<file path="config.mk">
export PLATFORM = sky130hd
export DESIGN_NAME = fg_sram_fetch
export DESIGN_NICKNAME = d
export VERILOG_FILES = /design/src/rtl/fg_sram_fetch.sv
export SDC_FILE = /design/constraint.sdc
export NUM_CORES = 1
export LEC_CHECK = 0
export CAP_MARGIN = 10
export CELL_PAD_IN_SITES_DETAIL_PLACEMENT = 1
export CELL_PAD_IN_SITES_GLOBAL_PLACEMENT = 1
export CORE_ASPECT_RATIO = 1.25
export CORE_MARGIN = 3
export CORE_UTILIZATION = 48
export DETAILED_ROUTE_END_ITERATION = 8
export PLACE_DENSITY = 0.88
export REMOVE_ABC_BUFFERS = 1
export SLEW_MARGIN = 25
export SYNTH_ARGS = -nofsm -noshare
export SYNTH_HDL_FRONTEND = slang
export SYNTH_SLANG_ARGS = --single-unit
</file>
<file path="constraint.sdc">
create_clock -name clk -period 8.56 [get_ports clk]
set_input_delay 1.284 -clock clk [delete_from_list [all_inputs] [get_ports clk]]
set_output_delay 1.284 -clock clk [all_outputs]
set_load 0.01 [all_outputs]
</file>
<file path="src/rtl/fg_sram_fetch.sv">
// rtl/fg_sram_fetch.sv - foreground frame-store SRAM access unit
// Fixed-latency pixel reads own the SRAM port; capture/upload writes queue and drain on idle slots.
module fg_sram_fetch #(
    parameter int PIXEL_SIZE        = 16,
    parameter int PRECISION         = 11,
    parameter int RESOLUTION_X      = 800,
    parameter int RESOLUTION_Y      = 600,
    parameter int ADDR_WIDTH        = 19,
    parameter int SRAM_READ_LATENCY = 2,
    parameter int FETCH_DELAY       = 5,
    parameter int WFIFO_DEPTH       = 4
) (
    input  logic                    clk,
    input  logic                    rst,
    input  logic [PRECISION:0]      fg_pixel_request_x,
    input  logic [PRECISION:0]      fg_pixel_request_y,
    input  logic                    fg_pixel_request_active,
    output logic [PIXEL_SIZE-1:0]   fg_pixel_in,
    output logic                    fg_pixel_ready,
    input  logic [PRECISION-1:0]    vid_wr_x,
    input  logic [PRECISION-1:0]    vid_wr_y,
    input  logic [PIXEL_SIZE-1:0]   vid_wr_pixel,
    input  logic                    vid_wr_valid,
    input  logic                    ctrl_fg_freeze,
    input  logic [PRECISION-1:0]    ctrl_image_pixel_x,
    input  logic [PRECISION-1:0]    ctrl_image_pixel_y,
    input  logic [PIXEL_SIZE-1:0]   ctrl_image_pixel,
    input  logic                    ctrl_image_pixel_ready,
    output logic [ADDR_WIDTH-1:0]   sram_addr,
    output logic [PIXEL_SIZE-1:0]   sram_wdata,
    output logic                    sram_we,
    output logic                    sram_re,
    input  logic [PIXEL_SIZE-1:0]   sram_rdata,
    output logic                    wfifo_full,
    output logic [15:0]             wr_drop_count
);

    localparam int PTR_W    = $clog2(WFIFO_DEPTH);
    localparam int CNT_W    = PTR_W + 1;
    localparam int VLEN     = FETCH_DELAY - 1;
    localparam int DATA_TAP = FETCH_DELAY - SRAM_READ_LATENCY - 3;
    localparam logic [PRECISION-1:0]  RES_X_P = PRECISION'(RESOLUTION_X);
    localparam logic [PRECISION-1:0]  RES_Y_P = PRECISION'(RESOLUTION_Y);
    localparam logic [ADDR_WIDTH-1:0] RES_X_A = ADDR_WIDTH'(RESOLUTION_X);
    localparam logic [CNT_W-1:0]      DEPTH_C = CNT_W'(WFIFO_DEPTH);

    function automatic logic in_frame(input logic [PRECISION-1:0] x, input logic [PRECISION-1:0] y);
        return (x < RES_X_P) && (y < RES_Y_P);
    endfunction

    function automatic logic [ADDR_WIDTH-1:0] xy_addr(input logic [PRECISION-1:0] x,
                                                      input logic [PRECISION-1:0] y);
        return ADDR_WIDTH'(y) * RES_X_A + ADDR_WIDTH'(x);
    endfunction

    logic [VLEN-1:0]        r_vpipe;
    logic [ADDR_WIDTH-1:0]  r_fifo_addr [WFIFO_DEPTH];
    logic [PIXEL_SIZE-1:0]  r_fifo_data [WFIFO_DEPTH];
    logic [PTR_W-1:0]       r_wptr;
    logic [PTR_W-1:0]       r_rptr;
    logic [CNT_W-1:0]       r_count;

    logic                   w_rd_hit;
    logic [ADDR_WIDTH-1:0]  w_rd_addr;
    logic                   w_spi_ok;
    logic                   w_vid_ok;
    logic                   w_push;
    logic                   w_pop;
    logic                   w_room;
    logic                   w_enq;
    logic [ADDR_WIDTH-1:0]  w_push_addr;
    logic [PIXEL_SIZE-1:0]  w_push_data;
    logic [1:0]             w_drops;
    logic [16:0]            w_drop_sum;
    logic [CNT_W-1:0]       w_count_next;
    logic [PIXEL_SIZE-1:0]  w_tap;

    // Negative request coords are rejected by their sign bit before the unsigned range test.
    assign w_rd_hit  = fg_pixel_request_active
                     & ~fg_pixel_request_x[PRECISION] & ~fg_pixel_request_y[PRECISION]
                     & in_frame(fg_pixel_request_x[PRECISION-1:0], fg_pixel_request_y[PRECISION-1:0]);
    assign w_rd_addr = xy_addr(fg_pixel_request_x[PRECISION-1:0], fg_pixel_request_y[PRECISION-1:0]);

    assign w_spi_ok    = ctrl_image_pixel_ready & in_frame(ctrl_image_pixel_x, ctrl_image_pixel_y);
    assign w_vid_ok    = vid_wr_valid & ~ctrl_fg_freeze & in_frame(vid_wr_x, vid_wr_y);
    assign w_push      = w_spi_ok | w_vid_ok;
    assign w_push_addr = w_spi_ok ? xy_addr(ctrl_image_pixel_x, ctrl_image_pixel_y)
                                  : xy_addr(vid_wr_x, vid_wr_y);
    assign w_push_data = w_spi_ok ? ctrl_image_pixel : vid_wr_pixel;
    assign w_pop       = ~w_rd_hit & (r_count != '0);
    assign w_room      = ~wfifo_full | w_pop;
    assign w_enq       = w_push & w_room;
    assign w_drops     = {1'b0, w_spi_ok & w_vid_ok} + {1'b0, w_push & ~w_room};
    assign w_drop_sum  = {1'b0, wr_drop_count} + {15'd0, w_drops};

    always_comb begin
        w_count_next = r_count;
        if (w_enq && !w_pop) begin
            w_count_next = r_count + 1'b1;
        end else if (!w_enq && w_pop) begin
            w_count_next = r_count - 1'b1;
        end
    end

    always_ff @(posedge clk) begin
        if (w_enq) begin
            r_fifo_addr[r_wptr] <= w_push_addr;
            r_fifo_data[r_wptr] <= w_push_data;
        end
    end

    always_ff @(posedge clk) begin
        if (rst) begin
            r_wptr        <= '0;
            r_rptr        <= '0;
            r_count       <= '0;
            wfifo_full    <= 1'b0;
            wr_drop_count <= '0;
        end else begin
            if (w_enq) begin
                r_wptr <= r_wptr + 1'b1;
            end
            if (w_pop) begin
                r_rptr <= r_rptr + 1'b1;
            end
            r_count       <= w_count_next;
            wfifo_full    <= (w_count_next == DEPTH_C);
            wr_drop_count <= w_drop_sum[16] ? 16'hFFFF : w_drop_sum[15:0];
        end
    end

    // SRAM port: a read request always takes the slot; a write drains only when no read is present.
    always_ff @(posedge clk) begin
        if (rst) begin
            sram_addr  <= '0;
            sram_wdata <= '0;
            sram_we    <= 1'b0;
            sram_re    <= 1'b0;
        end else begin
            sram_re <= w_rd_hit;
            sram_we <= w_pop;
            if (w_rd_hit) begin
                sram_addr <= w_rd_addr;
            end else if (w_pop) begin
                sram_addr  <= r_fifo_addr[r_rptr];
                sram_wdata <= r_fifo_data[r_rptr];
            end
        end
    end

    generate
        if (DATA_TAP < 0) begin : g_direct
            assign w_tap = sram_rdata;
        end else begin : g_dpipe
            logic [PIXEL_SIZE-1:0] r_dpipe [DATA_TAP+1];
            always_ff @(posedge clk) begin
                if (rst) begin
                    for (int i = 0; i <= DATA_TAP; i++) begin
                        r_dpipe[i] <= '0;
                    end
                end else begin
                    r_dpipe[0] <= sram_rdata;
                    for (int i = 1; i <= DATA_TAP; i++) begin
                        r_dpipe[i] <= r_dpipe[i-1];
                    end
                end
            end
            assign w_tap = r_dpipe[DATA_TAP];
        end
    endgenerate

    // r_vpipe[k] marks an in-range request issued k+1 cycles ago; the top bit lines up with w_tap.
    always_ff @(posedge clk) begin
        if (rst) begin
            r_vpipe        <= '0;
            fg_pixel_ready <= 1'b0;
            fg_pixel_in    <= '0;
        end else begin
            r_vpipe        <= {r_vpipe[VLEN-2:0], w_rd_hit};
            fg_pixel_ready <= r_vpipe[VLEN-1];
            if (r_vpipe[VLEN-1]) begin
                fg_pixel_in <= w_tap;
            end
        end
    end

endmodule

</file>
==> results of run 1 <==
-- kinds of logic after synthesis --
logic type      after synthesis  share of synthesized area [%]
simple gates                250                           9.72
flops                       239                           46.4
compound gates              192                           9.27
fa+ha+maj                   153                           15.6
buf+inv                     143                           4.08
mux                          90                           10.3
xor+xnor                     69                           4.64
-- metrics by stage --
step / hold slack (ps) / power (mW) / cells
after global routing: 459 / 4.30 / 1684
after CTS: 438 / 4.09 / 1684
after global placement: 419 / 2.96 / 1640
final: 437 / 4.06 / 1684
after detailed placement: 424 / 3.04 / 1640
after floorplan: 414 / 2.47 / 1097
-- power by group through the flow --
stage	Clock [mW]	Sequential, mW	Combinational (mW)
3_3_place_gp	0	1.49	1.47
2_1_floorplan	0	1.52	0.951
6_report	1.02	1.48	1.56
4_1_cts	1.04	1.48	1.57
3_5_place_dp	0	1.50	1.54
5_1_grt	1.09	1.49	1.72
-- cells in the final DEF (no fill, tap or decap), types with 27 or more instances in the layout --
cell,netlist,layout
dfxtp_1,99,99
mux4_2,35,35
a21oi_1,75,74
nor2_1,74,74
o21ai_0,27,27
inv_1,104,104
xor2_1,27,27
ha_1,131,131
edfxtp_1,140,140
xnor2_1,41,41
a211oi_1,33,33
nand2_1,55,55
mux2i_1,33,33
nor2b_1,40,40
clkdlybuf4s50_1,0,191
-- metal layers --
metal / routed length (um) / GRT usage, % / up-vias
met5: 0 / 0 / -
met4: 605 / 5.23 / 0
met3: 1310 / 2.74 / 51
met2: 18900 / 43.8 / 220
met1: 13700 / 27.5 / 4659
li1: - / - / 4459
-- registers in the layout (all words and copies together) (netlist names), named ones only --
signal,cells
r_wptr,2
g_dpipe.r_dpipe,16
wfifo_full,1
sram_addr,19
sram_we,1
r_fifo_data,64
r_vpipe,4
fg_pixel_ready,1
wr_drop_count,16
sram_wdata,16
r_rptr,2
r_fifo_addr,76
fg_pixel_in,16
r_count,3
-- Yosys cell counts (all sizes together), types with 7 or more instances --
cell	number
a211oi	34
a21oi	76
and2	7
and3	8
buf	12
clkbuf	27
dfxtp	99
edfxtp	140
fa	22
ha	131
inv	104
mux2	22
mux2i	33
mux4	35
nand2	55
nand3	19
nor2	74
nor2b	40
nor3	8
nor3b	7
o21ai	30
xnor2	41
xor2	27
-- worst reg2reg max path, cell delays in order (launching register included) --
cell and delay, ps:
dfxtp_1 390, inv_1 110, ha_1 240, ha_1 310
buf_4 290, or2_1 590, a21oi_1 710, and2_2 940
-- worst paths after layout --
kind	from	endpoint	slack (ps)	cells after the start
setup reg to reg	r_count[1]$_SDFF_PP0_	r_fifo_addr[3][12]$_DFFE_PP_	4580	7
setup / recovery	fg_pixel_request_y[5]	wr_drop_count[6]$_SDFF_PP0_	3110	19
hold / removal	r_vpipe[1]$_SDFF_PP0_	r_vpipe[2]$_SDFF_PP0_	440	1
hold reg to reg	r_vpipe[1]$_SDFF_PP0_	r_vpipe[2]$_SDFF_PP0_	440	1
-- final cells by class --
type / instances / share of cell area [%]
sequential: 239 / 37.8
inverter: 104 / 2.39
clock buffer: 31 / 3.89
multi-input combinational: 754 / 40.4
clock inverter: 13 / 0.780
tap: 345 / 2.64
timing repair buffer: 198 / 12.0
==> impl_metrics.py, run 1 <==
metrics = {
    "status": {
        "outcome": "finished clean",
    },
    "floorplanning": {
        "dieWidth_um": 155,
        "dieArea_um2": 29800,
        "chipHeight_um": 192,
        "start_util_pct": 49.2,
        "design.core.area_um2": 27100,
        "num_rows": 67,
        "io_pins": 193,
    },
    "clock_tree": {
        "ctsResizeCount": 0,
        "cts.sinks": 239,
        "clockBufferDepth": 3,
        "postCtsHoldBufs": 0,
        "clkTransAtPathRegs_ps": 70,
        "htree_levels": 1,
        "cts_buffers": 24,
        "postCtsSetupRepairBufs": 0,
        "cts_root_buf": "clkbuf_16",
        "clk_latency_ps": 530,
        "cts_tree": "done",
    },
    "synthesis": {
        "synth-seq-cells": 239,
        "seq_area_frac_synth_pct": 46.4,
        "syn_inst": 1136,
        "synth.largest_area_cell": "edfxtp_1",
        "async_reset_ff_share_pct": 0,
        "synthFlopType": "edfxtp_1",
        "ys_top_cells_by_area": "edfxtp_1 (32%), dfxtp_1 (15%), ha_1 (12%), mux4_2 (5.9%), fa_1 (3.3%)",
        "synth_top_area_share_pct": 31.6,
        "ys_types": 73,
        "synth_area_um2": 13300,
        "yosys_warnings": 0,
        "synth.avg_cell_area_um2": 11.7,
        "synth-edff-count": 140,
    },
    "critical_path": {
        "critical_path.top_delay_family": "simple AND/OR/NAND/NOR gates",
        "cp-end-kind": "flop",
        "critPathRequiredTime_ps": 9000,
        "cp_slowest_stage_delay_ps": 540,
        "crit_fanout": 43,
        "worstPathArrival_ps": 5900,
        "cp_cell_sequence": "clkdlybuf4s50_1 > inv_1 > ha_1 > a21oi_1 > o21ai_0 > a2111oi_4 > buf_4 > nor2_1 > buf_4 > nor2_1 > nand2_1 > fa_1 > inv_1 > ha_1 > and3_1 > nand3_1 > nor2_1 > nand3_1 > a21oi_1",
        "path_buf_inv": 5,
        "crit_type": "primary input to flop",
        "cpMostUsedCell": "nor2_1",
        "crit_slowest_cell": "clkdlybuf4s50_1",
        "crit_path_start_kind": "primary input",
    },
    "final_layout": {
        "fin_nets": 1596,
        "ff_latch_area_um2": 6190,
        "layout-drive-gt1-share_pct": 9.11,
        "area.growth.synth_to_final_pct": 22.7,
        "num-fill-cells": 2760,
        "fin_area_um2": 16400,
        "final_core_util_pct": 60.4,
        "antenna_cells": 0,
        "multi_input_area_um2": 6610,
    },
    "power": {
        "power_density_nw_per_um2": 248,
        "peakVddDrop_v": 0.000140,
        "pwr-share-seq_pct": 36.4,
        "pwr-share-clk_pct": 25.2,
        "internal_power_mw": 2.68,
        "p_leak_nw": 6.28,
        "power.switching_mw": 1.37,
        "switching_share_pct": 33.9,
        "comb_power_share_pct": 38.4,
    },
    "placement": {
        "post-place-ws_ps": 2710,
        "numPortBuffers": 192,
        "dp_hpwl_mm": 25.3,
        "gp_congestion": 0.781,
        "dpl_cell_area_um2": 15600,
    },
    "routing": {
        "drt_iter0_drc": 462,
        "drc_errors": 0,
        "wirelength_mm": 34.5,
        "ant_nets": 0,
        "post_drt_wl_per_cell_um": 20.5,
        "first_pass_iters": 5,
        "vias": 9389,
        "viasPerCell": 5.58,
    },
    "global_routing": {
        "grt_pass1_vias": 10400,
        "grt_pass1_wl_mm": 54.9,
        "overflow": 0,
        "grt_start_max_net_pins": 99,
        "antenna_found_initial": 0,
        "grt_use_total_pct": 22.9,
    },
    "sta": {
        "fin_crit_ps": 5450,
        "rsz0062_at_grt": "no",
        "clock_skew_ps": 23.2,
        "max_clock_freq_mhz": 183,
        "tightest_slew_ps": 1020,
        "final-max-slew-violation-count": 0,
        "finalHoldViolations": 0,
        "setup-violations-final": 0,
        "post-route-period-util_pct": 63.7,
        "setup_tns_ps": 0,
        "slew-limit-headroom_pct": 32.2,
        "layout_setup_ws_ps": 3110,
    },
    "flow_run": {
        "drv_cap": 0,
    },
    "hold_path": {
        "hold_path.class": "flop to flop",
    },
}
No activity file was read; power rests on OpenSTA's default activity.
==> inputs of run 2 (changes only) <==
--- a/config.mk
+++ b/config.mk
@@ -10,9 +10,9 @@
 export CELL_PAD_IN_SITES_GLOBAL_PLACEMENT = 1
 export CORE_ASPECT_RATIO = 1.25
 export CORE_MARGIN = 3
-export CORE_UTILIZATION = 48
+export CORE_UTILIZATION = 40
 export DETAILED_ROUTE_END_ITERATION = 8
-export PLACE_DENSITY = 0.88
+export PLACE_DENSITY = 0.78
 export REMOVE_ABC_BUFFERS = 1
 export SLEW_MARGIN = 25
 export SYNTH_ARGS = -nofsm -noshare
==> constraint.sdc (replaced) <==
create_clock -name clk -period 4.6 [get_ports clk]
set_input_delay 0.69 -clock clk [delete_from_list [all_inputs] [get_ports clk]]
set_output_delay 0.69 -clock clk [all_outputs]
set_load 0.01 [all_outputs]
==> impl_metrics.py, run 2 (synthesized netlist as in run 1, its figures left out) <==
metrics = {
    "final_layout": {
        "reg_top3": "r_fifo_addr: 76 flops, r_fifo_data: 64 flops, sram_addr: 19 flops",
        "area.growth.synth_to_final_pct": 26.0,
        "layout-drive-gt1-share_pct": 11.9,
        "largest_register_ffs": 76,
        "fin_nets": 1632,
        "antenna_cells": 0,
        "regMostFlops": "r_fifo_addr",
        "final_cell_mix": "clkdlybuf4s50_1 (191), edfxtp_1 (140), ha_1 (131)",
        "layout_commonest_cell": "clkdlybuf4s50_1",
    },
    "power": {
        "peakVddDrop_v": 0.000286,
        "power_mw": 7.61,
        "p_leak_nw": 6.49,
        "power_density_nw_per_um2": 454,
    },
    "clock_tree": {
        "htree_levels": 1,
        "cts_buffers": 24,
        "cts_root_buf": "clkbuf_16",
        "postCtsHoldBufs": 0,
        "cts.sinks": 239,
        "ctsResizeCount": 0,
        "cts_tree": "done",
        "clk_latency_ps": 530,
        "postCtsSetupRepairBufs": 0,
        "clkTransAtPathRegs_ps": 60,
        "clockBufferDepth": 3,
    },
    "critical_path": {
        "cpMostUsedCell": "ha_1",
        "crit_path_start_kind": "primary input",
        "cp_cell_sequence": "clkdlybuf4s50_1 > ha_1 > ha_1 > ha_1 > fa_1 > a211oi_1 > o21bai_1 > a21oi_1 > xor2_1 > buf_4 > nor4_1 > xnor2_1 > mux2i_1",
        "crit_slowest_cell": "clkdlybuf4s50_1",
        "cp-end-kind": "flop",
        "critPathRequiredTime_ps": 4890,
        "crit_fanout": 4,
        "ff2ff_path_depth": 8,
        "worstPathArrival_ps": 4450,
        "cp_slowest_stage_delay_ps": 490,
        "crit_type": "primary input to flop",
    },
    "routing": {
        "ant_nets": 0,
        "wirelength_mm": 33.4,
        "drt_iter0_drc": 362,
        "drc_errors": 0,
        "post_drt_wl_per_cell_um": 18.6,
        "viasPerCell": 5.25,
        "vias": 9408,
        "first_pass_iters": 4,
    },
    "sta": {
        "post-route-period-util_pct": 90.4,
        "max_clock_freq_mhz": 241,
        "slew-limit-headroom_pct": 28.1,
        "setup-violations-final": 0,
        "rsz0062_at_grt": "no",
        "layout_setup_ws_ps": 442,
        "finalHoldViolations": 0,
        "tightest_slew_ps": 1080,
        "final-max-slew-violation-count": 0,
        "fin_crit_ps": 4160,
        "clock_skew_ps": 33.4,
    },
    "floorplanning": {
        "num_rows": 74,
        "design.core.area_um2": 32800,
        "dieArea_um2": 35500,
        "chipHeight_um": 210,
        "io_pins": 193,
        "start_util_pct": 40.7,
        "dieWidth_um": 169,
    },
    "status": {
        "outcome": "finished clean",
    },
    "global_routing": {
        "grt_use_total_pct": 18.7,
        "grt_start_max_net_pins": 99,
        "grt_pass1_wl_mm": 53.9,
        "grt_pass1_vias": 10400,
        "overflow": 0,
        "antenna_found_initial": 0,
    },
    "hold_path": {
        "holdPathStages": 1,
        "hold_path.class": "flop to flop",
    },
    "placement": {
        "post-place-ws_ps": -94.8,
        "gp_congestion": 0.778,
        "numPortBuffers": 192,
        "dp_hpwl_mm": 25.0,
    },
    "flow_run": {
        "drv_cap": 0,
    },
}
-- run 2: cell count changes in the layout (fill, tap and decap cells not counted), moves of 2 or more --
cell / previous run / this run
buf_4: 6 / 37
buf_12: 0 / 5
clkbuf_1: 6 / 2
clkbuf_2: 0 / 4
clkbuf_8: 1 / 5
and2_2: 2 / 4
and2_4: 2 / 0
bufinv_16: 2 / 0
clkinv_1: 2 / 0
clkinv_2: 7 / 5
-- run 2: stage by stage --
| stage | cell area, um2 | hold WS, ps | setup TNS (ps) | util, % | cells |
|---|---|---|---|---|---|
| after floorplan | 13200 | 414 | -142300 | - | 1097 |
| final | 16800 | 443 | 0 | 51.2 | 1793 |
| after global routing | 16800 | 458 | 0 | 51.2 | 1793 |
| after detailed placement | 16000 | 437 | -1030 | 48.8 | 1749 |
| after global placement | 16000 | 418 | 0 | 48.8 | 1749 |
| after CTS | 16800 | 452 | 0 | 51.2 | 1793 |
-- run 2: report_power, final --
group	total, mW	switching [mW]	internal, mW	leakage (nW)
clock	1.90	0.809	1.09	0.398
combinational	2.99	1.57	1.42	4.02
sequential	2.73	0.173	2.55	2.07
-- run 2: per-layer routing --
layer / track usage (%) / up-vias / part of all wire (%)
met5: 0 / - / 0
met1: 23.2 / 4663 / 42
met4: 4.20 / 0 / 1.9
li1: - / 4521 / -
met3: 1.95 / 42 / 3.5
met2: 34.9 / 182 / 52
-- run 2: cell type report --
class                   instances  area (um2)
clock buffers                  36         722
clock inverters                 8        56.3
fillers                      3436       16000
inverters                     104         390
multi-input cells             754        6610
flip-flops and latches        239        6190
well taps                     418         523
repair buffers                234        2300
-- run 2: worst paths after layout --
path / start / end / slack, ps
setup reg to reg: r_count[1]$_SDFF_PP0_ / r_fifo_addr[3][1]$_DFFE_PP_ / 1640
hold reg to reg: r_vpipe[2]$_SDFF_PP0_ / r_vpipe[3]$_SDFF_PP0_ / 440
hold / removal: r_vpipe[2]$_SDFF_PP0_ / r_vpipe[3]$_SDFF_PP0_ / 440
setup / recovery: vid_wr_y[1] / r_fifo_addr[2][17]$_DFFE_PP_ / 440
-- run 2: critical path, delay by kind of cell --
family | cells | cell delay [ps]
adders and majority gates | 4 | 1430
AOI/OAI and AO/OA | 3 | 820
buffers and inverters | 2 | 650
and+or+nand+nor | 1 | 320
muxes | 1 | 300
xor gates and xnor gates | 2 | 240
